==> config.mk <==
export PLATFORM = sky130hd
export DESIGN_NAME = fetch_pc_unit
export DESIGN_NICKNAME = d
export VERILOG_FILES = /design/src/rtl/fetch_pc_unit_pkg.sv /design/src/rtl/fetch_pc_unit_bht.sv /design/src/rtl/fetch_pc_unit.sv
export SDC_FILE = /design/constraint.sdc
export NUM_CORES = 1
export LEC_CHECK = 0
export CORE_MARGIN = 8
export CORE_UTILIZATION = 25
export CTS_CLUSTER_SIZE = 16
export DETAILED_ROUTE_END_ITERATION = 8
export PLACE_DENSITY = 0.48
export SETUP_SLACK_MARGIN = 0.3
export SLEW_MARGIN = 20
export SYNTH_ARGS = -nofsm -noshare
export SYNTH_HDL_FRONTEND = slang
export SYNTH_SLANG_ARGS = --single-unit
export TNS_END_PERCENT = 10
==> constraint.sdc <==
create_clock -name clk -period 4.93 [get_ports clk]
set_input_delay 0.7395 -clock clk [delete_from_list [all_inputs] [get_ports clk]]
set_output_delay 0.7395 -clock clk [all_outputs]
set_load 0.005 [all_outputs]
==> src/rtl/fetch_pc_unit_pkg.sv <==
`default_nettype none
// ============================================================================
// Module   : fetch_pc_unit_pkg
// Purpose  : Shared defines for the pipelined MIPS core front end.
//            - primary opcode constants (instr[31:26])
//            - 2-bit branch-history counter encodings and their update rule
//            - small opcode-class helpers used by the fetch stage
// Ports    : none (package)
// Revision : 1.0 - initial release
// ============================================================================
package fetch_pc_unit_pkg;

  // --------------------------------------------------------------------------
  // Primary opcodes
  // --------------------------------------------------------------------------
  localparam logic [5:0] IROP  = 6'h00;  // R-type (JR lives here too)
  localparam logic [5:0] IJ    = 6'h02;
  localparam logic [5:0] IJAL  = 6'h03;
  localparam logic [5:0] IBEQ  = 6'h04;
  localparam logic [5:0] IBNE  = 6'h05;
  localparam logic [5:0] IADDI = 6'h08;
  localparam logic [5:0] IORI  = 6'h0D;
  localparam logic [5:0] ILUI  = 6'h0F;
  localparam logic [5:0] ILW   = 6'h23;
  localparam logic [5:0] ISW   = 6'h2B;

  // --------------------------------------------------------------------------
  // Branch-history counter encodings (2-bit saturating, MSB = predict taken)
  // --------------------------------------------------------------------------
  typedef enum logic [1:0] {
    BHT_SNT = 2'b00,  // strongly not-taken
    BHT_WNT = 2'b01,  // weakly not-taken
    BHT_WT  = 2'b10,  // weakly taken
    BHT_ST  = 2'b11   // strongly taken
  } bht_cnt_e;

  localparam bht_cnt_e BHT_RESET = BHT_WNT;

  // Saturating step of one counter toward the resolved direction.
  function automatic bht_cnt_e bht_next(input bht_cnt_e cur, input logic taken);
    bht_cnt_e nxt;
    nxt = cur;
    unique case (cur)
      BHT_SNT: nxt = taken ? BHT_WNT : BHT_SNT;
      BHT_WNT: nxt = taken ? BHT_WT  : BHT_SNT;
      BHT_WT:  nxt = taken ? BHT_ST  : BHT_WNT;
      BHT_ST:  nxt = taken ? BHT_ST  : BHT_WT;
      default: nxt = BHT_RESET;
    endcase
    return nxt;
  endfunction

  // Unconditional PC-region jumps (target formed from the 26-bit index).
  function automatic logic op_is_jump(input logic [5:0] op);
    return (op == IJ) || (op == IJAL);
  endfunction

  // Conditional branches that consult the predictor.
  function automatic logic op_is_cond_branch(input logic [5:0] op);
    return (op == IBEQ) || (op == IBNE);
  endfunction

endpackage : fetch_pc_unit_pkg
`default_nettype wire

==> src/rtl/fetch_pc_unit_bht.sv <==
`default_nettype none
// ============================================================================
// Module   : branch_hist_table
// Purpose  : Table of DEPTH 2-bit saturating counters for dynamic branch
//            prediction. One combinational lookup port, one synchronous
//            update port. A lookup and an update of the same index in the
//            same cycle sees the counter value from before the update.
// Ports    : clk             - clock, updates on rising edge
//            rst_n           - asynchronous active-low reset (counters -> 01)
//            lookup_idx_i    - index of the instruction being fetched
//            lookup_taken_o  - prediction (counter MSB) at lookup_idx_i
//            upd_en_i        - a branch resolved this cycle
//            upd_idx_i       - index of the resolved branch
//            upd_taken_i     - actual direction of the resolved branch
// Revision : 1.0 - initial release
// ============================================================================
module branch_hist_table
  import fetch_pc_unit_pkg::*;
#(
  parameter  int unsigned DEPTH = 16,
  localparam int unsigned IDX_W = (DEPTH > 1) ? $clog2(DEPTH) : 1
) (
  input  logic             clk,
  input  logic             rst_n,
  input  logic [IDX_W-1:0] lookup_idx_i,
  output logic             lookup_taken_o,
  input  logic             upd_en_i,
  input  logic [IDX_W-1:0] upd_idx_i,
  input  logic             upd_taken_i
);

  bht_cnt_e cnt_q [DEPTH];
  bht_cnt_e cnt_d [DEPTH];

  // Read straight from the registers so a same-cycle update is not visible.
  assign lookup_taken_o = cnt_q[lookup_idx_i][1];

  always_comb begin
    cnt_d = cnt_q;
    if (upd_en_i) begin
      cnt_d[upd_idx_i] = bht_next(cnt_q[upd_idx_i], upd_taken_i);
    end
  end

  always_ff @(posedge clk or negedge rst_n) begin
    if (!rst_n) begin
      for (int i = 0; i < DEPTH; i++) begin
        cnt_q[i] <= BHT_RESET;
      end
    end else begin
      cnt_q <= cnt_d;
    end
  end

endmodule : branch_hist_table
`default_nettype wire

==> src/rtl/fetch_pc_unit.sv <==
`default_nettype none
// ============================================================================
// Module   : fetch_pc_unit
// Purpose  : Fetch-stage program counter. Holds the fetch PC and selects the
//            next PC each cycle, highest priority first:
//              execute redirect > stall > J/JAL > predicted-taken branch
//              > sequential (F_pc + 4).
//            All address arithmetic wraps modulo 2^XLEN.
// Config   : `PC_BHT_EN defined   - dynamic prediction from a table of
//                                    BHT_DEPTH 2-bit counters (sub-module
//                                    branch_hist_table), trained by the
//                                    execute-stage resolve port.
//            `PC_BHT_EN undefined - static backward-taken / forward-not-taken
//                                    from the offset sign; resolve port unused.
// Ports    : clk            - clock
//            rst_n          - asynchronous active-low reset (F_pc = RESET_PC)
//            stall          - hold F_pc
//            f_op           - opcode of the instruction at F_pc
//            f_valC         - immediate (J index or sign-extended offset)
//            e_resolve      - execute resolved a conditional branch
//            e_taken        - actual direction of that branch
//            e_pc           - PC of that branch
//            e_mispredict   - redirect fetch (overrides stall)
//            e_redirect_pc  - redirect target
//            F_pc           - current fetch PC
//            f_valP         - F_pc + 4
//            f_pred_taken   - prediction for the instruction at F_pc
// Revision : 1.0 - initial release, replaces combinational next_pc
// ============================================================================
module fetch_pc_unit
  import fetch_pc_unit_pkg::*;
#(
  parameter int unsigned     XLEN      = 32,
  parameter logic [XLEN-1:0] RESET_PC  = '0,
  parameter int unsigned     BHT_DEPTH = 16
) (
  input  logic            clk,
  input  logic            rst_n,
  input  logic            stall,
  input  logic [5:0]      f_op,
  input  logic [XLEN-1:0] f_valC,
  input  logic            e_resolve,
  input  logic            e_taken,
  input  logic [XLEN-1:0] e_pc,
  input  logic            e_mispredict,
  input  logic [XLEN-1:0] e_redirect_pc,
  output logic [XLEN-1:0] F_pc,
  output logic [XLEN-1:0] f_valP,
  output logic            f_pred_taken
);

  localparam logic [XLEN-1:0] PC_STEP = XLEN'(4);

  logic [XLEN-1:0] pc_q;
  logic [XLEN-1:0] pc_d;
  logic [XLEN-1:0] valp;
  logic [XLEN-1:0] jump_tgt;
  logic [XLEN-1:0] branch_tgt;
  logic            is_jump;
  logic            is_branch;
  logic            pred_raw;

  // --------------------------------------------------------------------------
  // Candidate targets
  // --------------------------------------------------------------------------
  assign valp       = pc_q + PC_STEP;
  assign branch_tgt = valp + (f_valC << 2);
  assign is_jump    = op_is_jump(f_op);
  assign is_branch  = op_is_cond_branch(f_op);

  // J/JAL keep the top PC bits of the delay-slot address; at XLEN = 28 there
  // are no such bits and the target is just the shifted index.
  generate
    if (XLEN > 28) begin : g_jump_region
      assign jump_tgt = {valp[XLEN-1:28], f_valC[25:0], 2'b00};
    end else begin : g_jump_flat
      assign jump_tgt = {f_valC[25:0], 2'b00};
    end
  endgenerate

  // --------------------------------------------------------------------------
  // Direction predictor
  // --------------------------------------------------------------------------
`ifdef PC_BHT_EN
  localparam int unsigned BHT_IDX_W = (BHT_DEPTH > 1) ? $clog2(BHT_DEPTH) : 1;

  branch_hist_table #(
    .DEPTH (BHT_DEPTH)
  ) u_bht (
    .clk            (clk),
    .rst_n          (rst_n),
    .lookup_idx_i   (pc_q[BHT_IDX_W+1:2]),
    .lookup_taken_o (pred_raw),
    .upd_en_i       (e_resolve),
    .upd_idx_i      (e_pc[BHT_IDX_W+1:2]),
    .upd_taken_i    (e_taken)
  );

  // Only the index bits of the resolved PC address the table.
  logic unused_epc_bits;
  assign unused_epc_bits = ^{e_pc[XLEN-1:BHT_IDX_W+2], e_pc[1:0]};
`else
  // Backward (negative offset) branches are usually loop back-edges.
  assign pred_raw = f_valC[XLEN-1];

  logic unused_resolve_port;
  assign unused_resolve_port = ^{e_resolve, e_taken, e_pc};
  localparam int unsigned unused_bht_depth = BHT_DEPTH;
`endif

  assign f_pred_taken = is_branch & pred_raw;

  // --------------------------------------------------------------------------
  // Next-PC selection
  // --------------------------------------------------------------------------
  always_comb begin
    pc_d = valp;
    if (e_mispredict) begin
      pc_d = e_redirect_pc;  // taken verbatim, low bits included
    end else if (stall) begin
      pc_d = pc_q;
    end else if (is_jump) begin
      pc_d = jump_tgt;
    end else if (f_pred_taken) begin
      pc_d = branch_tgt;
    end
  end

  always_ff @(posedge clk or negedge rst_n) begin
    if (!rst_n) begin
      pc_q <= RESET_PC;
    end else begin
      pc_q <= pc_d;
    end
  end

  assign F_pc   = pc_q;
  assign f_valP = valp;

endmodule : fetch_pc_unit
`default_nettype wire

### After elaboration in Yosys (flattened, before gate mapping)

Index checks and enable logic that the tools add are counted.

* flip-flop bits (word level): 32
* input bits: 108

* $add $sub $neg: 2
* equal/unequal tests: 5
* muxes and demuxes: 4
* bitwise operators: 1
* reductions and logical operators: 2

Operator list (number)
* $mux W32: 4
* $add A32 B3 Y32 const B: 1
* $add A32 B32 Y32: 1
* $eq A6 B2 Y1 const B: 2
* $eq A6 B3 Y1 const B: 2
* $logic_or A1 B1 Y1: 2
* $ne A2 B1 Y1 const B: 1
* $and A1 B1 Y1: 1

### Depth between registers and ports, before layout

Gate-level depths: netlist (run 1).

* depth in word-level cells: 7
* depth in mapped cells: 16

### Least setup slack after synthesis (run 1)

OpenSTA, ideal clock, no wires.

* path type: register to register
* start: register pc_q[4] (netlist: F_pc[4])
* end: register pc_q[28] (netlist: F_pc[28])
* arrival time: 3.467 ns
* path slack: 1.377 ns
* cell stages (with the launch flop): 14
* path buffers: 1
* cells stage by stage: dfrtp_1 > and3_1 > and4_1 > clkbuf_1 > nand2_1 > xnor2_1 > ha_1 > a21o_1 > a2111o_1 > a311oi_2 > o31a_2 > o41ai_1 > or4b_1 > a32oi_1

* longest elaborated chain between the ends: 6

Ends and longest elaborated chain
* start: declaration: RTL line fetch_pc_unit.sv:54 `logic [XLEN-1:0] pc_q;`
* start signal: assignment: RTL line fetch_pc_unit.sv:133 `pc_q <= pc_d;`
* $add A32 B3 Y32: RTL line fetch_pc_unit.sv:66 `assign valp = pc_q + PC_STEP;`
* via f_valP[13]: RTL line fetch_pc_unit.sv:48 `output logic [XLEN-1:0] f_valP,`
* $add A32 B32 Y32: RTL line fetch_pc_unit.sv:67 `assign branch_tgt = valp + (f_valC << 2);`
* $mux W32: RTL line fetch_pc_unit.sv:124 `end else if (f_pred_taken) begin`
* $mux W32: RTL line fetch_pc_unit.sv:122 `end else if (is_jump) begin`
* $mux W32: RTL line fetch_pc_unit.sv:120 `end else if (stall) begin`
* $mux W32: RTL line fetch_pc_unit.sv:118 `if (e_mispredict) begin`

The timed path passes the listed nets, and every way through them passes these cells. The select of a mux whose other input is x is not followed.
A chain may end at the register's enable or synchronous reset.

### Worst setup path in the final report (run 1)

* start: register pc_q[2] (netlist: F_pc[2])
* end: register pc_q[29] (netlist: F_pc[29])

* longest elaborated chain between the ends: 6

Ends and longest elaborated chain (RTL line)
* $add A32 B3 Y32 (*): fetch_pc_unit.sv:66
* $add A32 B32 Y32: fetch_pc_unit.sv:67
* $mux W32: fetch_pc_unit.sv:124
* $mux W32 (*): fetch_pc_unit.sv:122
* $mux W32 (*): fetch_pc_unit.sv:120
* $mux W32 (*): fetch_pc_unit.sv:118

Mark *: on every way between the ends. The rest lies on a longest branch, timed or not. The select of a mux whose other input is x is not followed.

==> results by group, run 1 <==
Drt
  • Initial drt markers: 340
  • Remaining DRCs: 0
  • Overall via count from detail_route: 4663
  • Vias per cell: between 5 and 6
  • Drt pass-1 iters: 5
  • Antenna Nets Post-Route: 0
  • Final WL: around 17000 microns
  • DR WL/cell: about 20 microns

Yosys
  • Syn_nets: approximately 690
  • Syn. warnings: 0
  • Yosys cell types: 58
  • Async S/R FF share, synth: 100%
  • Largest cells by area after synthesis: dfrtp_1 20%, ha_1 11%, xnor2_1 7.3%
  • Sequential area share after synthesis: between 10% and 20%
  • Synth cell count leaders: 68 x nand2_1, 55 x o21ai_0, 47 x a21oi_1, 36 x ha_1, 34 x xnor2_1
  • Cell taking the most area after synthesis: dfrtp_1
  • EDFF count, synth: 0
  • Synthesized area: between 4000 and 5000 sq um
  • Syn Area/Cell: between 7 and 8 sq um
  • Primary FF master, synth: dfrtp_1
  • Top-count cell post-synth: nand2_1
  • Syn Inst Count: 544
  • Top-area cell type share of the netlist area: 19.6%
  • Synthesized flop and latch total: 32

Final layout
  • N_diodes: 0
  • Layout cells sized above 1: 4.22%
  • # fillers: 1682
  • Register area: about 800 sq um
  • Max reg flops: 32
  • Net count, final: about 810
  • Multi-input gate area: between 3000 and 4000 sq um
  • Final Util: a little over a third
  • Non-Filler Instances: between 800 and 900
  • Synth-to-layout area growth: 42.7%

Clocking
  • CTS tree: yes
  • CTS sink cnt: 32
  • TritonCTS Buffers: 5
  • Clock tree buffer depth: 2
  • Post-CTS Setup Inserts: 0
  • Clk_lat worst skew: around 0.3 ns
  • Cts hold-fix bufs: 0
  • Root Buffer: clkbuf_16
  • Worst-path clk slew: 0.06 ns
  • Max H-tree Level: 2
  • Post-cts resize count: 0

GRT
  • Initial antenna violation count: 0
  • Grt met1 use: between 20 and 25%
  • Global route overflow: 0
  • Largest net degree at the start of global routing: 52
  • Met2 Track Usage GR: about 27%
  • Tot GR Track Use: between 10% and 20%
  • Global-route wire length before repair: approximately 27000 microns
  • Global route hottest layer: met2
  • Vias in the first global route: between 4000 and 5000
  • Routing usage on met3: 4.64%

Critical path
  • Critical path peak fanout: 9
  • CP Class: reg2reg
  • Required @ worst endpoint: ~5.1 ns
  • Crit. Startpoint: F_pc[2]
  • Worst flop-to-flop path startpoint: F_pc[2]
  • Arrival time at the worst endpoint: ~4.4 ns
  • Crit start category: flip-flop
  • Setup crit end kind: flip-flop

Placement
  • Port buffer count: around 140
  • # placed instances: just under 900
  • RePlAce Congestion: about 0.84
  • Detailed placement HPWL: approximately 13000 microns

Floorplan
  • Die area: around 21000 sq um
  • Initial Util: 25.7%
  • Die extent in x: approximately 140 microns
  • I/O pins: 173
  • Die Y: 144 microns
  • Area of the core: roughly 16000 sq um
  • Row count: 46

Hold path
  • Min-delay src: F_pc[0]
  • Worst min path class: reg2reg

Power
  • Leak: 2.33 nW
  • Peak supply drop: between 0.0001 and 0.00015 V
  • Power Density: ~250 nW/um^2

Timing
  • Setup TNS: 0 ns
  • Unrepaired setup endpoints after global routing: no
  • Fin. max-slew vios: 0
  • Final Hold Viols: 0
  • Actual slew at the worst max-slew pin: 1.03 ns
  • Fin crit share: 86.0%
  • Clock Skew: between 0.005 and 0.006 ns
  • Final setup fails: 0
  • Min cycle time layout: about 4.2 ns
  • F_max: roughly 240 MHz
  • Max transition margin: a little under a third

Job
  • Max-cap violations: 0

Run status
  • Status: finished clean
==> report_power, final <==
part	total (mW)	switching [mW]	internal, mW
clock	0.407	0.140	0.267
sequential	0.332	0.0414	0.291
combinational	0.721	0.361	0.361
==> cell usage in the layout (no fill, tap or decap), types with 3 or more instances in the layout <==
master and count:
a211oi_1 4, and4_1 6, clkbuf_16 5, xor2_1 15
nor3_1 8, o31a_1 3, or3_1 13, nand3_1 13
nor2_1 33, a221oi_1 12, buf_4 8, o21a_1 5
a31oi_1 5, and3_1 13, a21o_1 14, nand2_1 68
dfrtp_1 32, o211ai_1 7, nor2b_1 5, a22oi_1 6
a21oi_1 47, mux2i_1 4, ha_1 36, o221ai_1 3
clkdlybuf4s50_1 135, xnor2_1 34, o21ai_0 55, a311oi_1 5
o21bai_1 5, inv_1 14, nand4_1 11, and2_1 4
==> cell families after synthesis <==
group	count (synthesis)	synth area share, %
AO/OA/AOI/OAI	192	30.6
AND/OR/NAND/NOR	183	21.8
flip-flops	32	19.6
adder cells (fa/ha/maj)	37	11.5
multiplexers	5	1.26
buffers and inverters	46	4.57
XOR/XNOR	49	10.5
==> path summary, 6_finish.rpt <==
check / to / slack [ns] / cells after the start
worst max register to register: F_pc[29] / 0.69 / 13
worst min-delay path: F_pc[0] / 0.57 / 2
min in group asynchronous: F_pc[24] / 0.88 / 2
max in group asynchronous: F_pc[10] / 3.71 / 2
worst min register to register: F_pc[0] / 0.57 / 2
worst max-delay path: F_pc[29] / 0.69 / 13
==> per-layer routing <==
layer / routed length [microns] / up-vias
li1: - / 2254
met1: 8020 / 2225
met2: 7870 / 172
met3: 1340 / 12
met4: 206 / 0
met5: 0 / -
==> cell type report <==
type,instances,share of cell area (%)
multi-input cells,466,53.2
repair buffers,144,24.3
clock buffers,7,2.62
flip-flops and latches,32,13.8
inverters,14,0.903
clock inverters,1,0.516
well taps,216,4.65
==> critical path: stages (launching register included) <==
cell,delay (ns)
dfrtp_1,0.47
ha_1,0.29
and3_1,0.49
nand3_1,0.16
xnor2_1,0.20
ha_1,0.49
nand4_1,0.18
or3_1,0.40
a211o_1,0.33
a41oi_1,0.35
o2111ai_1,0.20
and4_1,0.22
o211ai_1,0.20
a2bb2oi_1,0.10
==> per-stage QoR <==
step	instance area, sq um	setup WS, ns	hold WS [ns]	total power, mW
4_1_cts	5820	0.706	0.573	1.48
3_5_place_dp	5630	0.758	0.564	1.05
5_1_grt	5820	0.384	0.604	1.56
2_1_floorplan	4080	1.38	0.444	0.745
6_report	5820	0.692	0.570	1.46
3_3_place_gp	5630	0.803	0.557	1.05
Power figures use the tool's default switching activity.
==> inputs of run 2 (changes only) <==
Settings changed: CAP_MARGIN set to 20.
==> results of run 2 <==
The final DEF is identical to that of run 1; final timing and power are the same.
==> inputs of run 3 (changes only) <==
Settings changed: GPL_TIMING_DRIVEN set to 0.
==> run 3 against run 2 <==
Net effect:
- clock skew increased by 0.0059 ns
- worst setup slack worse by 0.13 ns
- clock-buffer cell count grew 1
- critical path type unchanged
- critical endpoint is now F_pc[28]
- largest cell class unchanged
==> results by group, run 3 (same netlist as run 1, synthesis figures left out) <==
Final layout
  • Max reg flops: 32 (unchanged)
  • Non-Filler Instances: 903 (+2.6%)
  • Commonest non-fill, non-tap cells in the layout: 133 x clkdlybuf4s50_1, 68 x nand2_1, 55 x o21ai_0
  • Finished layout cell area: 5860 sq um (+0.71%)
  • Net count, final: 831 (+2.8%)
  • Layout cells sized above 1: 3.78% (-0.43 points)
  • Most common cell after layout, fill and taps aside: clkdlybuf4s50_1
  • N_diodes: 0 (unchanged)
  • Synth-to-layout area growth: 43.7%

Critical path
  • Crit start category: flip-flop
  • CP Class: reg2reg
  • R2R setup slack: 0.56 ns (-0.13 ns)
  • Required @ worst endpoint: 5.13 ns (+0.03 ns)
  • Arrival time at the worst endpoint: 4.57 ns (+0.16 ns)
  • Setup crit end kind: flip-flop
  • Critical path peak fanout: 6 (-3)

Power
  • Leak: 2.34 nW (+0.51%)
  • Peak supply drop: 0.000113 V (-4.2%)
  • Power Density: 241 nW/um^2 (-3.9%)

Drt
  • Vias per cell: 5.38 (+1.4%)
  • Overall via count from detail_route: 4854 (+4.1%)
  • DR WL/cell: 21.4 microns (+7.8%)
  • Remaining DRCs: 0 (unchanged)
  • Initial drt markers: 476 (+40%)
  • Drt pass-1 iters: 5 (unchanged)
  • Antenna Nets Post-Route: 0 (unchanged)
  • Final WL: 19300 microns (+11%)

GRT
  • Tot GR Track Use: 18.2% (+1.5 points)
  • Global route hottest layer: met2
  • Met2 Track Usage GR: 30.9% (+3.4 points)
  • Grt met1 use: 22.5% (+0.90 points)
  • Largest net degree at the start of global routing: 19 (-63%)
  • Routing usage on met3: 5.08% (+0.43 points)
  • Global-route wire length before repair: 28300 microns (+6.1%)
  • Initial antenna violation count: 0 (unchanged)
  • Vias in the first global route: 4780 (+2.9%)
  • Global route overflow: 0 (unchanged)

Placement
  • Detailed placement HPWL: 15200 microns (+15%)
  • Port buffer count: 134 (-1.5%)
  • Placed inst area: 5710 sq um (+1.4%)
  • # placed instances: 895 (+2.6%)
  • Dpl ws: 0.473 ns (-0.285 ns)
  • RePlAce Congestion: 0.919 (+9.1%)

Timing
  • Unrepaired setup endpoints after global routing: no
  • F_max: 229 MHz (-2.9%)
  • Final Hold Viols: 0 (unchanged)
  • Final worst slack: 0.565 ns (-0.127 ns)
  • Clock Skew: 0.0112 ns (+0.00589 ns)
  • Actual slew at the worst max-slew pin: 0.806 ns (-0.227 ns)
  • Fin. max-slew vios: 0 (unchanged)
  • Max transition margin: 46.3% (+15 points)
  • Fin crit share: 88.5% (+2.6 points)
  • Final setup fails: 0 (unchanged)
  • Setup TNS: 0 ns (unchanged)
  • Fin Hold WS: 0.387 ns (-0.183 ns)
  • Min cycle time layout: 4.37 ns (+0.127 ns)

Floorplan
  • Area of the core: 15900 sq um (unchanged)
  • Row count: 46 (unchanged)
  • Initial Util: 25.7% (unchanged)
  • Die Y: 144 microns (unchanged)
  • I/O pins: 173 (unchanged)
  • Die extent in x: 144 microns (unchanged)
  • Die area: 20600 sq um (unchanged)

Job
  • Max-cap violations: 0 (unchanged)

Hold path
  • Worst min path class: in2async

Clocking
  • Clock tree buffer depth: 2 (unchanged)
  • TritonCTS Buffers: 5 (unchanged)
  • Clk_lat worst skew: 0.30 ns (about the same)
  • CTS sink cnt: 32 (unchanged)
  • Max H-tree Level: 2 (unchanged)
  • CTS tree: yes
  • Root Buffer: clkbuf_16
  • Worst-path clk slew: 0.06 ns (about the same)

Run status
  • Status: finished clean
## run 3: cell type report
cell class / instances / area (sq um)
Buffer: 32 / 135
Clock buffer: 8 / 146
Fill cell: 1709 / 10000
Inverter: 14 / 52.6
Multi-Input combinational cell: 466 / 3090
Sequential cell: 32 / 801
Tap cell: 216 / 270
Timing Repair Buffer: 135 / 1360
## run 3: metrics by stage
step	power [mW]	utilization, %
after floorplan	0.745	-
after global placement	1.06	35.8
after detailed placement	1.07	35.9
after CTS	1.42	36.9
after global routing	1.50	36.9
final	1.41	36.9
## run 3: per-layer routing
layer	wire length [microns]	share of wire, %
met5	0	0
met4	312	1.6
met3	1560	8.1
met2	8940	46
met1	8470	44
## run 3: final timing paths
kind,from,to,cells past startpoint
max,F_pc[4],F_pc[28],13
min,rst_n,F_pc[22],1
max reg2reg,F_pc[4],F_pc[28],13
min reg2reg,F_pc[0],F_pc[0],2
max in group asynchronous,rst_n,F_pc[0],2
min in group clk,F_pc[0],F_pc[0],2
## run 3: what timing repair did
action,in CTS,in global routing
gates resized for setup,0,2
setup endpoints to repair,0,1
setup buffers,0,0
hold buffers,0,0
## run 3: critical path: stages, from the launching register on
cell and delay (ns):
dfrtp_1 0.44, and3_1 0.24, and4_1 0.19, clkbuf_1 0.44
nand2_1 0.14, xnor2_1 0.40, ha_1 0.36, a21o_1 0.20
a2111o_1 0.43, a311oi_2 0.36, o31a_2 0.27, o41ai_1 0.13
or4b_1 0.48, a32oi_1 0.20
## run 3: power by group
part	switching [mW]	total, mW	internal [mW]
combinational	0.374	0.737	0.363
clock	0.139	0.341	0.202
sequential	0.0438	0.335	0.291
total	0.557	1.41	0.856
==> RTL change 1 (settings of run 3) <==
Reset style: synchronous (`rst_n`), changed in one clocked block. Comments in the files are not updated.
--- a/src/rtl/fetch_pc_unit.sv
+++ b/src/rtl/fetch_pc_unit.sv
@@ -126,7 +126,7 @@
     end
   end
 
-  always_ff @(posedge clk or negedge rst_n) begin
+  always_ff @(posedge clk) begin
     if (!rst_n) begin
       pc_q <= RESET_PC;
     end else begin
Behaviour: differs if rst_n is asserted again (counterexample within 4 cycles, from zero or initial values and one cycle with rst_n low); with rst_n held inactive, the same outputs for 10 cycles.
==> RTL change 1 against run 3 <==
Final area shrank 0.92%; power shrank 19%; hold slack gained 190 ps; largest power group unchanged; final cell count grew 0.55%; routed wire length shrank 2.8%; setup slack lost 58 ps; sequential power shrank 6.9%; area after synthesis shrank 1.5%; sequential cell count is the same; count of clock-buffer cells in the layout shrank 2; first-iteration DRC count shrank 37%.
==> RTL change 1: results (changes against run 3) <==
| Metric | Value |
|---|---|
| Number of violations reported at the end of detailed-routing iteration 0 | `300 (was 476)` |
| Largest net degree at the start of global routing | `11 (was 19)` |
| Maximum fanout along the worst path | `10 (was 6)` |
| Count of vias placed by the detailed router | `4815 (was 4854)` |
| Path category of the worst min-delay check | `flip-flop to flip-flop (was input port to asynchronous set/reset pin)` |
| Post-synthesis net count | `693 (was 689)` |
| Worst-Margin Slew | `1064 ps (was 805.9 ps)` |
| Standby leakage power | `2.216 nW (was 2.340 nW)` |
| Share of flip-flops with an asynchronous set or reset | `0% (was 100.0%)` |
| Global-route wire length before repair | `27.99 mm (was 28.35 mm)` |
| Fraction of synthesized area in multiplexers | `0.4988% (was 1.258%)` |
| Final weighted congestion in routability-driven placement | `0.9225 (was 0.9192)` |
| Reg2reg path depth | `15 (was 13)` |
| Biggest area contributors in the synthesized netlist | `sky130_fd_sc_hd__dfxtp_1 16%, sky130_fd_sc_hd__ha_1 11%, sky130_fd_sc_hd__xnor2_1 6.3% (was sky130_fd_sc_hd__dfrtp_1 20%, sky130_fd_sc_hd__ha_1 11%, sky130_fd_sc_hd__xnor2_1 7.3%)` |
| Worst R2R Start | `F_pc[2] (was F_pc[4])` |
| Power of the sequential group | `312 uW (was 335 uW)` |
| Critical path arrival | `3680 ps (was 4570 ps)` |
| Port bufs | `136 (was 134)` |
| Total track usage | `17.80% (was 18.24%)` |
| Final routed wirelength across all metal layers | `18.75 mm (was 19.28 mm)` |
| Combinational power share | `44.4% (was 52.2%)` |
| Number of nets in the layout | `836 (was 831)` |
| Reg2Reg Capture Point | `F_pc[29] (was F_pc[28])` |
| Capture point of the worst path | `f_pred_taken (was F_pc[28])` |
| Placed standard-cell area | `5645 um2 (was 5710 um2)` |
| Synth Flop Type | `sky130_fd_sc_hd__dfxtp_1 (was sky130_fd_sc_hd__dfrtp_1)` |
| Switching portion of total power | `36.31% (was 39.40%)` |
| Most frequent cells after synthesis | `49 x sky130_fd_sc_hd__nor2_1, 48 x sky130_fd_sc_hd__o21ai_0, 46 x sky130_fd_sc_hd__a21oi_1, 42 x sky130_fd_sc_hd__nand2_1, 36 x sky130_fd_sc_hd__ha_1 (was 68 x sky130_fd_sc_hd__nand2_1, 55 x sky130_fd_sc_hd__o21ai_0, 47 x sky130_fd_sc_hd__a21oi_1, 36 x sky130_fd_sc_hd__ha_1, 34 x sky130_fd_sc_hd__xnor2_1)` |
| Share of synthesized area occupied by flip-flops and latches | `15.96% (was 19.64%)` |
| Clk_skew | `6.572 ps (was 11.21 ps)` |
| Placed wire-length estimate | `15.06 mm (was 15.23 mm)` |
| Total non-filler cell area in the finished layout | `5804 um2 (was 5858 um2)` |
| Complex-gate fraction of the synthesized area | `32.61% (was 30.63%)` |
| Worst VDD drop | `0.1179 mV (was 0.1125 mV)` |
| Xor/xnor cell area share of the yosys netlist | `11.32% (was 10.53%)` |
| Run status | `completed (unchanged)` |
| Layout cell share with drive strength beyond 1 | `5.347% (was 3.785%)` |
| Adder-cell share of the synthesized area | `11.72% (was 11.54%)` |
RTL change 1: through the flow:
step / hold WS (ps) / std cells / total power [mW] / setup WS [ps]
finish: 575.2 / 908 / 1.148 / 507.2
global route: 626.4 / 908 / 1.214 / 252.2
CTS: 583.0 / 908 / 1.152 / 338.3
detailed placement: 568.9 / 900 / 0.8215 / 242.5
global placement: 564.5 / 900 / 0.8211 / 229.6
floorplan: 543.0 / 548 / 0.5847 / 1010
RTL change 1: worst max-delay path, stage by stage:
cell                              delay, ps
sky130_fd_sc_hd__clkdlybuf4s50_1        390
sky130_fd_sc_hd__or3_1                  410
sky130_fd_sc_hd__or3_1                  350
sky130_fd_sc_hd__clkbuf_1               140
sky130_fd_sc_hd__inv_2                  170
sky130_fd_sc_hd__buf_2                  330
sky130_fd_sc_hd__buf_1                  500
sky130_fd_sc_hd__clkdlybuf4s50_1        630
RTL change 1: area by class of cell:
type	instances	share of cell area [%]
multi-input cells	471	54.97
clock buffers	6	2.393
clock inverters	2	0.1725
inverters	16	1.035
plain buffers	29	2.285
flip-flops and latches	32	11.04
well taps	216	4.656
repair buffers	136	23.45
RTL change 1: what timing repair did:
action	CTS	global route
endpoints found under the setup margin	1	4
resized for setup	1	3
hold buffers	0	0
pin swaps	0	0
RTL change 1: routing by layer:
layer  up-vias  wire, um  global-route usage (%)
li1       2355         -                       -
met3        17      1214                   3.639
met4         0       223                   3.020
met2       185      8889                   30.76
met5         -         0                       0
met1      2258      8423                   22.53
RTL change 1: cells by family after synthesis:
logic type	after synthesis
AO/OA/AOI/OAI	200
AND/OR/NAND/NOR	181
XOR/XNOR	51
buffers and inverters	45
adder cells (fa/ha/maj)	37
flip-flops	32
multiplexers	2
==> RTL change 2 (config.mk and constraints of run 3) <==
Without the edit above. Set the parameter `XLEN` to 64 (it was 32).
--- a/src/rtl/fetch_pc_unit.sv
+++ b/src/rtl/fetch_pc_unit.sv
@@ -30,7 +30,7 @@
 module fetch_pc_unit
   import fetch_pc_unit_pkg::*;
 #(
-  parameter int unsigned     XLEN      = 32,
+  parameter int unsigned     XLEN      = 64,
   parameter logic [XLEN-1:0] RESET_PC  = '0,
   parameter int unsigned     BHT_DEPTH = 16
 ) (
Interface: changed (5 resized); port bits go from 173 to 333. The function was not compared with the original's and may differ.
==> RTL change 2 against run 3 <==
Final area grew 120%; area after synthesis grew 110%; hold slack lost 110 ps; routed wire length grew 130%; setup slack lost 170 ps; synthesized cell count grew 110%; power grew 110%; via count grew 110%; sequential cell count grew 32; maximum frequency shrank 3.8%.
==> RTL change 2: results (changes against run 3) <==
| Metric | Value |
|---|---|
| Vias/cell | `5.351 (was 5.375)` |
| Routed WL per cell | `23.47 um (was 21.35 um)` |
| Port bufs | `263 (was 134)` |
| Clock latency of the later-clocked register in the worst-skew pair | `350 ps (was 300 ps)` |
| Standby leakage power | `5.377 nW (was 2.340 nW)` |
| Metal3 WL | `2.404 mm (was 1.562 mm)` |
| Switching portion of total power | `40.88% (was 39.40%)` |
| Length of routed wiring on met1 | `20.18 mm (was 8.472 mm)` |
| Register share of total power | `22.5% (was 23.7%)` |
| Run status | `completed (unchanged)` |
| Critical path arrival | `4750 ps (was 4570 ps)` |
| Source of the critical timing path | `F_pc[14] (was F_pc[4])` |
| Non-clock buffers | `365 (was 167)` |
| Total CTS buffers | `9 (was 5)` |
| Complex-gate fraction of the synthesized area | `29.97% (was 30.63%)` |
| Count of fill cells added during filler insertion | `3540 (was 1709)` |
| Wire length on met2 | `21.98 mm (was 8.935 mm)` |
| Number of different library cells in the post-synthesis netlist | `74 (was 58)` |
| Fraction of synthesized area in multiplexers | `0.9979% (was 1.258%)` |
| Reg2reg path depth | `20 (was 13)` |
| Design Power | `2.973 mW (was 1.413 mW)` |
| Met3 usage in global routing | `3.082% (was 5.076%)` |
| Worst slew slack as a fraction of its limit | `37.09% (was 46.28%)` |
| Horizontal die dimension | `200.7 um (was 143.7 um)` |
| Non-clock buffer share | `24.85% (was 25.59%)` |
| Global-route wire length before repair | `66.95 mm (was 28.35 mm)` |
| Tmin final | `4538 ps (was 4365 ps)` |
| Post-CTS repair timing setup buffer count | `24 (was 0)` |
| Number of placed cells counting well taps | `1871 (was 895)` |
| Maximum fanout along the worst path | `8 (was 6)` |
| Total number of multi-input combinational cells | `1010 (was 466)` |
| Count of inverters other than clock inverters in the layout | `23 (was 14)` |
| Largest net degree at the start of global routing | `45 (was 19)` |
| Fraction of standard cell area in multi-input logic | `55.66% (was 52.73%)` |
| Number of violations reported at the end of detailed-routing iteration 0 | `767 (was 476)` |
| Number of sequential cells | `64 (was 32)` |
| Placed wire-length estimate | `35.73 mm (was 15.23 mm)` |
| Worst VDD drop | `0.1674 mV (was 0.1125 mV)` |
| Clock network area share | `2.203% (was 2.499%)` |
| Layout cell share with drive strength beyond 1 | `13.61% (was 3.785%)` |
| Met2 track utilization from global routing | `37.31% (was 30.87%)` |
-- RTL change 2: cell count changes in the layout (fill, tap and decap cells not counted), moves of 25 or more --
| cell | before | now |
|---|---|---|
| sky130_fd_sc_hd__buf_4 | 2 | 42 |
| sky130_fd_sc_hd__clkdlybuf4s50_1 | 133 | 262 |
| sky130_fd_sc_hd__ha_1 | 36 | 67 |
| sky130_fd_sc_hd__o21ai_0 | 55 | 80 |
| sky130_fd_sc_hd__nand2_1 | 68 | 161 |
| sky130_fd_sc_hd__a21o_1 | 14 | 45 |
| sky130_fd_sc_hd__nor2_1 | 33 | 76 |
| sky130_fd_sc_hd__a21oi_1 | 47 | 104 |
| sky130_fd_sc_hd__xnor2_1 | 34 | 60 |
-- RTL change 2: cell families (layout without fill, tap and decap cells) --
| logic type | after synthesis | in the layout |
|---|---|---|
| mux | 8 | 8 |
| compound gates | 396 | 396 |
| simple gates | 416 | 416 |
| flops | 64 | 64 |
| xor+xnor | 113 | 113 |
| buf+inv | 85 | 403 |
| fa+ha+maj | 77 | 77 |
